## src/rtl/seq_mult_if.sv

```systemverilog
// Start/done handshake and operand/result bus for the sequential multiplier.
//   start    : one-cycle request pulse (master -> slave)
//   plicand  : multiplicand, WIDTH bits (master -> slave)
//   pliar    : multiplier, WIDTH bits (master -> slave)
//   busy     : operation in progress (slave -> master)
//   done     : one-cycle result-valid pulse (slave -> master)
//   product  : 2*WIDTH-bit result, held until the next done (slave -> master)
//   sign     : result negative, held with product (slave -> master)
interface seq_mult_if #(
    parameter int unsigned WIDTH = 8
);
    logic                 start;
    logic [WIDTH-1:0]     plicand;
    logic [WIDTH-1:0]     pliar;
    logic                 busy;
    logic                 done;
    logic [2*WIDTH-1:0]   product;
    logic                 sign;

    modport master (
        output start, plicand, pliar,
        input  busy, done, product, sign
    );

    modport slave (
        input  start, plicand, pliar,
        output busy, done, product, sign
    );
endinterface

```

## src/rtl/seq_mult_param.sv

```systemverilog
// Parametrised shift-add multiplier with start/done handshake.
// Ports:
//   clk  : system clock, rising edge
//   rst  : asynchronous reset, active low
//   bus  : seq_mult_if slave (start, plicand, pliar in; busy, done, product, sign out)
// Parameters:
//   WIDTH    : operand width, product is 2*WIDTH bits (WIDTH >= 2)
//   SIGNED   : 1 = two's-complement operands, 0 = unsigned operands
//   OUT_MODE : 0 = product is magnitude with separate sign, 1 = two's-complement product
// Flow: IDLE -> LOAD -> RUN (WIDTH cycles) -> DONE -> IDLE. done rises WIDTH+2
// cycles after the edge that accepted start; start outside IDLE is ignored.
module seq_mult_param #(
    parameter int unsigned WIDTH    = 8,
    parameter bit          SIGNED   = 1'b1,
    parameter bit          OUT_MODE = 1'b0
) (
    input  logic      clk,
    input  logic      rst,
    seq_mult_if.slave bus
);
    localparam int unsigned PW = 2 * WIDTH;
    localparam int unsigned CW = $clog2(WIDTH + 1);

    typedef enum logic [1:0] {
        IDLE = 2'd0,
        LOAD = 2'd1,
        RUN  = 2'd2,
        DONE = 2'd3
    } state_t;

    state_t           state;
    logic [WIDTH-1:0] op_a;
    logic [WIDTH-1:0] op_b;
    logic [WIDTH-1:0] mag_a;
    logic [WIDTH-1:0] mag_b;
    logic [PW-1:0]    acc;
    logic [CW-1:0]    cnt;
    logic             neg;

    logic             busy_r;
    logic             done_r;
    logic [PW-1:0]    product_r;
    logic             sign_r;

    logic [WIDTH-1:0] abs_a_c;
    logic [WIDTH-1:0] abs_b_c;
    logic             neg_c;
    logic [PW-1:0]    addend_c;
    logic [PW-1:0]    result_c;

    // Operand magnitudes; the W-bit unsigned view of -2^(W-1) is already its magnitude.
    always_comb begin
        abs_a_c = op_a;
        abs_b_c = op_b;
        neg_c   = 1'b0;
        if (SIGNED) begin
            if (op_a[WIDTH-1]) abs_a_c = WIDTH'(~op_a + WIDTH'(1));
            if (op_b[WIDTH-1]) abs_b_c = WIDTH'(~op_b + WIDTH'(1));
            neg_c = op_a[WIDTH-1] ^ op_b[WIDTH-1];
        end
    end

    // Partial product for the current bit position (cnt counts WIDTH down to 1).
    always_comb begin
        addend_c = PW'(mag_a) << (CW'(WIDTH) - cnt);
    end

    // Final result formatting.
    always_comb begin
        result_c = acc;
        if (OUT_MODE && neg) result_c = PW'(~acc + PW'(1));
    end

    // Control FSM and datapath registers.
    always_ff @(posedge clk or negedge rst) begin
        if (!rst) begin
            state     <= IDLE;
            op_a      <= '0;
            op_b      <= '0;
            mag_a     <= '0;
            mag_b     <= '0;
            acc       <= '0;
            cnt       <= '0;
            neg       <= 1'b0;
            busy_r    <= 1'b0;
            done_r    <= 1'b0;
            product_r <= '0;
            sign_r    <= 1'b0;
        end else begin
            done_r <= 1'b0;
            case (state)
                IDLE: begin
                    if (bus.start) begin
                        op_a   <= bus.plicand;
                        op_b   <= bus.pliar;
                        busy_r <= 1'b1;
                        state  <= LOAD;
                    end
                end
                LOAD: begin
                    mag_a <= abs_a_c;
                    mag_b <= abs_b_c;
                    neg   <= neg_c;
                    acc   <= '0;
                    cnt   <= CW'(WIDTH);
                    state <= RUN;
                end
                RUN: begin
                    if (mag_b[0]) acc <= acc + addend_c;
                    mag_b <= mag_b >> 1;
                    cnt   <= cnt - CW'(1);
                    if (cnt == CW'(1)) state <= DONE;
                end
                DONE: begin
                    done_r    <= 1'b1;
                    product_r <= result_c;
                    // A zero result is never reported as negative.
                    sign_r    <= neg & (|acc);
                    busy_r    <= 1'b0;
                    state     <= IDLE;
                end
                default: state <= IDLE;
            endcase
        end
    end

    assign bus.busy    = busy_r;
    assign bus.done    = done_r;
    assign bus.product = product_r;
    assign bus.sign    = sign_r;

endmodule

```

## src/flat_wrapper.sv

```systemverilog
// flat-port wrapper written by rule: the top's interface ports become plain ports
module seq_mult_param_flat 
#(
    parameter int unsigned WIDTH    = 8,
    parameter bit          SIGNED   = 1'b1,
    parameter bit          OUT_MODE = 1'b0
)
  (clk, rst, bus_start, bus_plicand, bus_pliar, bus_busy, bus_done, bus_product, bus_sign);
  seq_mult_if #(.WIDTH(WIDTH)) bus_i ();
  input  logic clk;
  input  logic rst;
  input wire logic [$bits(bus_i.start)-1:0] bus_start;
  input wire logic [$bits(bus_i.plicand)-1:0] bus_plicand;
  input wire logic [$bits(bus_i.pliar)-1:0] bus_pliar;
  output wire logic [$bits(bus_i.busy)-1:0] bus_busy;
  output wire logic [$bits(bus_i.done)-1:0] bus_done;
  output wire logic [$bits(bus_i.product)-1:0] bus_product;
  output wire logic [$bits(bus_i.sign)-1:0] bus_sign;
  assign bus_i.start = bus_start;
  assign bus_i.plicand = bus_plicand;
  assign bus_i.pliar = bus_pliar;
  assign bus_busy = bus_i.busy;
  assign bus_done = bus_i.done;
  assign bus_product = bus_i.product;
  assign bus_sign = bus_i.sign;
  seq_mult_param #(.WIDTH(WIDTH), .SIGNED(SIGNED), .OUT_MODE(OUT_MODE)) u_core (.clk(clk), .rst(rst), .bus(bus_i));
endmodule
```

## config.mk

```make
export PLATFORM = sky130hd
export DESIGN_NAME = seq_mult_param_flat
export DESIGN_NICKNAME = d
export VERILOG_FILES = /design/src/rtl/seq_mult_if.sv /design/src/rtl/seq_mult_param.sv /design/src/flat_wrapper.sv
export SDC_FILE = /design/constraint.sdc
export NUM_CORES = 1
export LEC_CHECK = 0
export CAP_MARGIN = 25
export CELL_PAD_IN_SITES_DETAIL_PLACEMENT = 0
export CELL_PAD_IN_SITES_GLOBAL_PLACEMENT = 1
export CORE_MARGIN = 2
export CORE_UTILIZATION = 48
export CTS_CLUSTER_DIAMETER = 200
export DETAILED_ROUTE_END_ITERATION = 16
export DONT_BUFFER_PORTS = 1
export PLACE_DENSITY = 0.76
export SLEW_MARGIN = 20
export SYNTH_ARGS = -nofsm -noshare
export SYNTH_HDL_FRONTEND = slang
export SYNTH_SLANG_ARGS = --single-unit
```

## constraint.sdc

```tcl
create_clock -name clk -period 4.53 [get_ports clk]
set_input_delay 0.6795 -clock clk [delete_from_list [all_inputs] [get_ports clk]]
set_output_delay 0.6795 -clock clk [all_outputs]
set_load 0.02 [all_outputs]
```

==> impl_metrics.env, run 1 <==
export IMPL_global_route_overflow_total=0
export IMPL_numClockSinks=74
export IMPL_grt_antenna_before_repair=0
export IMPL_power_per_cell_area_mw_per_mm2=885
export IMPL_global_route_usage_total_pct=19.3
export IMPL_synth_main_ff_cell="dfrtp_1"
export IMPL_finalHoldWorstSlack_ps=18.5
export IMPL_synth_warning_count=0
export IMPL_core_rowCount=34
export IMPL_max_vdd_ir_drop_mv=0.348
export IMPL_synth_seq_cells=74
export IMPL_routedWlPerCell_um=16.1
export IMPL_commonest_cells_after_routing_fill_and_taps_aside="74 x dfrtp_1, 44 x nand2_1, 40 x mux2_2"
export IMPL_fraction_of_layout_cells_with_a_size_suffix_above_1_pct=14.9
export IMPL_cts_tree="yes"
export IMPL_r2r_start="u_core.cnt[0]"
export IMPL_async_flop_share_pct=100
export IMPL_max_cap_viol=0
export IMPL_grt_pass1_vias=3131
export IMPL_wirelength_um=8990
export IMPL_routed_via_count=3196
export IMPL_global_route_usage_met3_pct=3.34
export IMPL_finalMaxSlewViolations=0
export IMPL_synth_lib_cells_used_distinct=52
export IMPL_outcome="finished clean"
export IMPL_crit_chain="inv_1 -> ha_1 -> nor3b_1 -> and3_1 -> ha_1 -> inv_1 -> fa_1 -> nor2b_1 -> o21ai_0 -> a21oi_1 -> o21ai_1 -> or4_1 -> nand3_1"
export IMPL_grt_start_max_net_pins=38
export IMPL_half_perimeter_wire_length_after_placement_um=6410
export IMPL_fin_clk_skew_ps=6.60
export IMPL_critPathMaxFanout=18
export IMPL_tightest_slew_ps=891
export IMPL_max_slew_margin_rel_pct=40.6
export IMPL_drt_antenna_violating_nets=0
export IMPL_timing_setup_tns_ps=0
export IMPL_avgViaCountPerCell=5.74
export IMPL_reg2reg_to="u_core.acc[10]"
export IMPL_iter_0_drt_violations=126
export IMPL_floorplan_die_area_mm2=0.00996
export IMPL_cp_data_required_time_ps=4810
export IMPL_num_io_pins=38
export IMPL_worst_setup_path_end_kind="flip-flop"
export IMPL_grt_met1_usage_pct=25.3
export IMPL_chipHeight_um=99.8
export IMPL_worst_setup_hold_path_clk_slew_ps=80
export IMPL_postSynthAreaPerCell_um2=9.81
export IMPL_most_common_library_cell_in_the_layout_ignoring_fill_and_taps="dfrtp_1"
export IMPL_syn_num_nets=493
export IMPL_cts_resized_gates=0
export IMPL_timing_setup_critical_path_class="reg -> reg"
export IMPL_power_leakage_nw=2.18
export IMPL_critical_path_arrival_ps=3970
export IMPL_gp_routability_congestion=0.880
export IMPL_cts_htree_levels=3
export IMPL_core_region_area_mm2=0.00881
export IMPL_ff2ff_path_depth=13
export IMPL_ff2ff_setup_slack_ps=840
export IMPL_critical_path_buf_inv_count=2
export IMPL_setup_repair_after_global_routing_missed_its_margin="no"
export IMPL_io_buffers=0
export IMPL_post_route_drc_count=0
export IMPL_drt_pre_antenna_iters=4
export IMPL_synth_cells=449
export IMPL_clk_root_buffer_cell="clkbuf_8"
export IMPL_max_clock_freq_mhz=271
export IMPL_setup_viol_count_final=0
export IMPL_synthesis_area_mm2=0.00440
export IMPL_cts_setup_buffers=0
export IMPL_timing_hold_worst_class="in -> async"
export IMPL_grt_first_pass_wirelength_um=15100
export IMPL_critPathSlowestCell="or4_1"
export IMPL_grt_busiest_layer="met2"
export IMPL_number_of_synthesized_flops_with_an_enable_pin=0
export IMPL_fin_crit_sh_pct=81.4
export IMPL_worst_path_dominant_cell_family="simple AND/OR/NAND/NOR gates"
export IMPL_syn2layout_area_growth_pct=9.29
export IMPL_layout_min_cycle_time_ps=3690
export IMPL_insertedDiodeCount=0
export IMPL_tritoncts_num_buffers=9
export IMPL_clk_latency_ps=350
export IMPL_slowest_delay_ps=520
export IMPL_timing_critical_path_from_type="flip-flop"
export IMPL_gr_usage_met2_pct=31.6
export IMPL_synth_sequential_area_ratio_pct=42.1
export IMPL_initial_core_utilization_pct=50.0
export IMPL_die_width_um=99.8
export IMPL_ctsLongestPathBuffers=2
export IMPL_final_net_count=488
export IMPL_finalHoldViolCount=0
[state kept, by name, summed over array words and instances, names as in the netlist]
signal              flops
u_core.acc             16
u_core.mag_a            8
u_core.mag_b            8
u_core.bus.done         1
u_core.neg              1
u_core.op_b             8
u_core.op_a             8
u_core.bus.product     16
u_core.bus.sign         1
u_core.state            2
u_core.bus.busy         1
u_core.cnt              4
[per-layer routing]
layer	wire length [um]	share of wire, %
met4	119	1.3
met5	0	0
met2	4210	47
met3	328	3.7
met1	4330	48
[how the worst max path moves through the flow]
stage / slack (ps) / cells past startpoint / startpoint / endpoint
floorplan: 580 / 17 / u_core.cnt[0] / u_core.acc[12]
global placement: 960 / 13 / u_core.cnt[0] / u_core.acc[14]
detailed placement: 870 / 13 / u_core.cnt[0] / u_core.acc[10]
CTS: 830 / 13 / u_core.cnt[0] / u_core.acc[10]
global route: 530 / 13 / u_core.cnt[0] / u_core.acc[10]
finish: 840 / 13 / u_core.cnt[0] / u_core.acc[10]
[timing repair]
action                                 CTS  global route
endpoints found under the hold margin   30            27
setup endpoints to repair                0             0
hold buffers                             2             1
[power breakdown]
group | total (mW) | internal, mW | switching, mW
combinational | 2.23 | 0.998 | 1.24
sequential | 1.30 | 0.945 | 0.355
clock | 0.727 | 0.477 | 0.250
[metrics by stage]
| stage | area (um^2) | setup slack (ps) | cells | power, mW | utilization, % |
|---|---|---|---|---|---|
| 4_1_cts | 4790 | 831 | 556 | 4.28 | 54.4 |
| 2_1_floorplan | 4400 | 584 | 449 | 3.05 | - |
| 3_5_place_dp | 4470 | 869 | 538 | 3.54 | 50.8 |
| 5_1_grt | 4810 | 531 | 557 | 4.64 | 54.6 |
| 6_report | 4810 | 845 | 557 | 4.26 | 54.6 |
| 3_3_place_gp | 4470 | 963 | 538 | 3.50 | 50.8 |
[cells in the mapped netlist (11+ instances only)]
library cell / count / area, um^2
inv_1: 21 / 78.8
mux2i_1: 11 / 110
dfrtp_1: 74 / 1850
ha_1: 24 / 300
mux2_2: 40 / 450
nor2_1: 28 / 105
nand3_1: 12 / 60.1
o21ai_0: 34 / 170
nand2_1: 44 / 165
a21oi_1: 37 / 185
xor2_1: 14 / 123
clkbuf_1: 19 / 71.3
[layout make-up]
cell class	count	area, um^2
inverters	21	78.8
clock buffers	9	124
multi-input cells	331	2380
clock inverters	7	165
well taps	108	135
flip-flops and latches	74	1850
fillers	783	3990
repair buffers	7	80.1
[worst register-to-register path, delay by kind of cell, from the launching register on]
family,cells,cell delay (ps)
AND/OR/NAND/NOR,5,1350
adder cells (fa/ha/maj),3,1040
AO/OA/AOI/OAI,3,640
flip-flops,1,380
buffers and inverters,2,210
[cells by family after synthesis]
family,synth area share [%]
xor+xnor,4.58
buf+inv,3.95
compound gates,14.6
fa+ha+maj,7.27
mux,14.4
flops,42.1
simple gates,13.2
Power figures use the tool's default switching activity.
==> run 2, diff against run 1 <==
Clock period 4.53 ns to 3.6 ns, I/O delays scaled along.
==> run 2 against run 1 <==
Net effect: hold slack improved by 25 ps; clock power up 4.8%; first-iteration DRC count decreased by 5.6%.
==> impl_metrics.env, run 2 (synthesized netlist as in run 1, its figures left out) <==
export IMPL_chipHeight_um=99.8
export IMPL_finalMaxSlewViolations=0
export IMPL_wirelength_um=9230
export IMPL_stdcell_area_mm2=0.00482
export IMPL_clk_root_buffer_cell="clkbuf_8"
export IMPL_worst_setup_hold_path_clk_slew_ps=80
export IMPL_pwr_share_clk_pct=14.2
export IMPL_timing_critical_path_from_type="flip-flop"
export IMPL_final_net_count=492
export IMPL_finalHoldWorstSlack_ps=43.3
export IMPL_commonest_cells_after_routing_fill_and_taps_aside="74 x dfrtp_1, 44 x nand2_1, 40 x mux2_2"
export IMPL_worst_path_dominant_cell_family="compound AO/OA/AOI/OAI gates"
export IMPL_clk_latency_ps=360
export IMPL_global_route_usage_total_pct=19.5
export IMPL_numClockSinks=74
export IMPL_max_cap_viol=0
export IMPL_cp_data_required_time_ps=3880
export IMPL_io_buffers=0
export IMPL_half_perimeter_wire_length_after_placement_um=6630
export IMPL_multiInputGateArea_mm2=0.00242
export IMPL_pwr_share_seq_pct=30.6
export IMPL_drt_pre_antenna_iters=4
export IMPL_fin_clk_skew_ps=13.3
export IMPL_timing_setup_critical_path_class="reg -> reg"
export IMPL_finalWorstSetupSlack_ps=220
export IMPL_placed_cells_incl_taps=544
export IMPL_power_per_cell_area_mw_per_mm2=1110
export IMPL_grt_first_pass_wirelength_um=15300
export IMPL_num_io_pins=38
export IMPL_placed_area_mm2=0.00453
export IMPL_p_sw_share_pct=44.7
export IMPL_drt_antenna_violating_nets=0
export IMPL_routedWlPerCell_um=16.4
export IMPL_global_route_overflow_total=0
export IMPL_routed_via_count=3294
export IMPL_syn2layout_area_growth_pct=9.55
export IMPL_iter_0_drt_violations=119
export IMPL_post_place_ws_ps=72.1
export IMPL_most_common_library_cell_in_the_layout_ignoring_fill_and_taps="dfrtp_1"
export IMPL_max_slew_margin_rel_pct=38.4
export IMPL_avgViaCountPerCell=5.87
export IMPL_worst_setup_path_end_kind="flip-flop"
export IMPL_initial_core_utilization_pct=50.0
export IMPL_cts_setup_buffers=0
export IMPL_power_frac_comb_pct=55.2
export IMPL_fin_crit_sh_pct=93.9
export IMPL_grt_start_max_net_pins=75
export IMPL_critical_path_arrival_ps=3660
export IMPL_finalHoldViolCount=0
export IMPL_critPathSlowestCell="dfrtp_1"
export IMPL_critical_path_buf_inv_count=3
export IMPL_cts_tree="yes"
export IMPL_tritoncts_num_buffers=9
export IMPL_timing_hold_worst_class="in -> async"
export IMPL_finalNonFillerCells=561
export IMPL_postLayoutCoreUtil_pct=54.8
export IMPL_setup_viol_count_final=0
export IMPL_insertedDiodeCount=0
export IMPL_grt_antenna_before_repair=0
export IMPL_layout_min_cycle_time_ps=3380
export IMPL_outcome="finished clean"
export IMPL_grt_pass1_vias=3208
export IMPL_ff_latch_area_mm2=0.00185
export IMPL_power_leakage_nw=2.19
export IMPL_crit_chain="inv_1 -> buf_4 -> ha_1 -> xor2_4 -> buf_4 -> nand4_1 -> a31oi_1 -> ha_1 -> a21oi_1 -> o21ai_0 -> a21o_1 -> or3_1 -> and2_4 -> o211ai_2"
export IMPL_max_vdd_ir_drop_mv=0.430
export IMPL_max_clock_freq_mhz=296
export IMPL_core_rowCount=34
export IMPL_filler_cell_count=781
export IMPL_ctsLongestPathBuffers=2
export IMPL_critPathMaxFanout=7
export IMPL_core_region_area_mm2=0.00881
export IMPL_switchingPower_mw=2.39
export IMPL_power_internal_mw=2.96
export IMPL_cts_htree_levels=3
export IMPL_floorplan_die_area_mm2=0.00996
export IMPL_fraction_of_layout_cells_with_a_size_suffix_above_1_pct=17.2
export IMPL_gp_routability_congestion=0.899
export IMPL_tightest_slew_ps=924
export IMPL_die_width_um=99.8
export IMPL_post_route_drc_count=0
export IMPL_slowest_delay_ps=380
[run 2: changes by cell type in the layout (fill, tap and decap cells not counted), sizes merged]
| cell | before | now |
|---|---|---|
| dlygate4sd3 | 1 | 0 |
| bufinv | 5 | 3 |
| clkbuf | 9 | 10 |
| clkinvlp | 2 | 0 |
| buf | 6 | 11 |
| clkinv | 0 | 3 |
[run 2: area by class of cell]
cell class	count	share of cell area [%]
clock buffer	10	2.65
clock inverter	6	2.18
inverter	21	1.63
multi-input combinational	331	50.2
sequential	74	38.4
tap	108	2.80
timing repair buffer	11	2.13
[run 2: what timing repair did]
action                                  CTS  global route
hold buffers                              1             0
resized for setup                         0             6
hold endpoints to repair                 74             0
endpoints found under the setup margin    0             4
[run 2: final timing paths]
kind                                       from         endpoint  slack (ps)  depth (start not counted)
worst max-delay path              u_core.cnt[0]   u_core.acc[15]         220                         14
worst min-delay path                        rst   u_core.acc[11]          40                          1
worst max register to register    u_core.cnt[0]   u_core.acc[15]         220                         14
worst min register to register  u_core.mag_b[5]  u_core.mag_b[5]         510                          1
max in group asynchronous                   rst   u_core.op_a[5]        3220                          1
min in group clk                   bus_pliar[2]   u_core.op_b[2]         330                          1
[run 2: per-stage QoR]
step / setup TNS [ps] / total power [mW]
2_1_floorplan: 0 / 3.87
3_3_place_gp: 0 / 4.47
5_1_grt: -0.763 / 5.83
3_5_place_dp: 0 / 4.54
6_report: 0 / 5.36
4_1_cts: 0 / 5.35
[run 2: power groups by stage]
| stage | logic (mW) | clock network [mW] | registers (mW) |
|---|---|---|---|
| 2_1_floorplan | 2.34 | 0 | 1.52 |
| 3_3_place_gp | 2.83 | 0 | 1.64 |
| 3_5_place_dp | 2.88 | 0 | 1.66 |
| 4_1_cts | 2.93 | 0.783 | 1.64 |
| 5_1_grt | 3.32 | 0.814 | 1.70 |
| 6_report | 2.96 | 0.762 | 1.64 |
[run 2: routing by layer]
metal  part of all wire [%]  track usage [%]  vias to the layer above
met5                      0                0                        -
met4                    2.2             7.06                        0
met3                    4.0             4.46                       20
met2                     48             33.0                       68
met1                     46             24.6                     1601
li1                       -                -                     1605
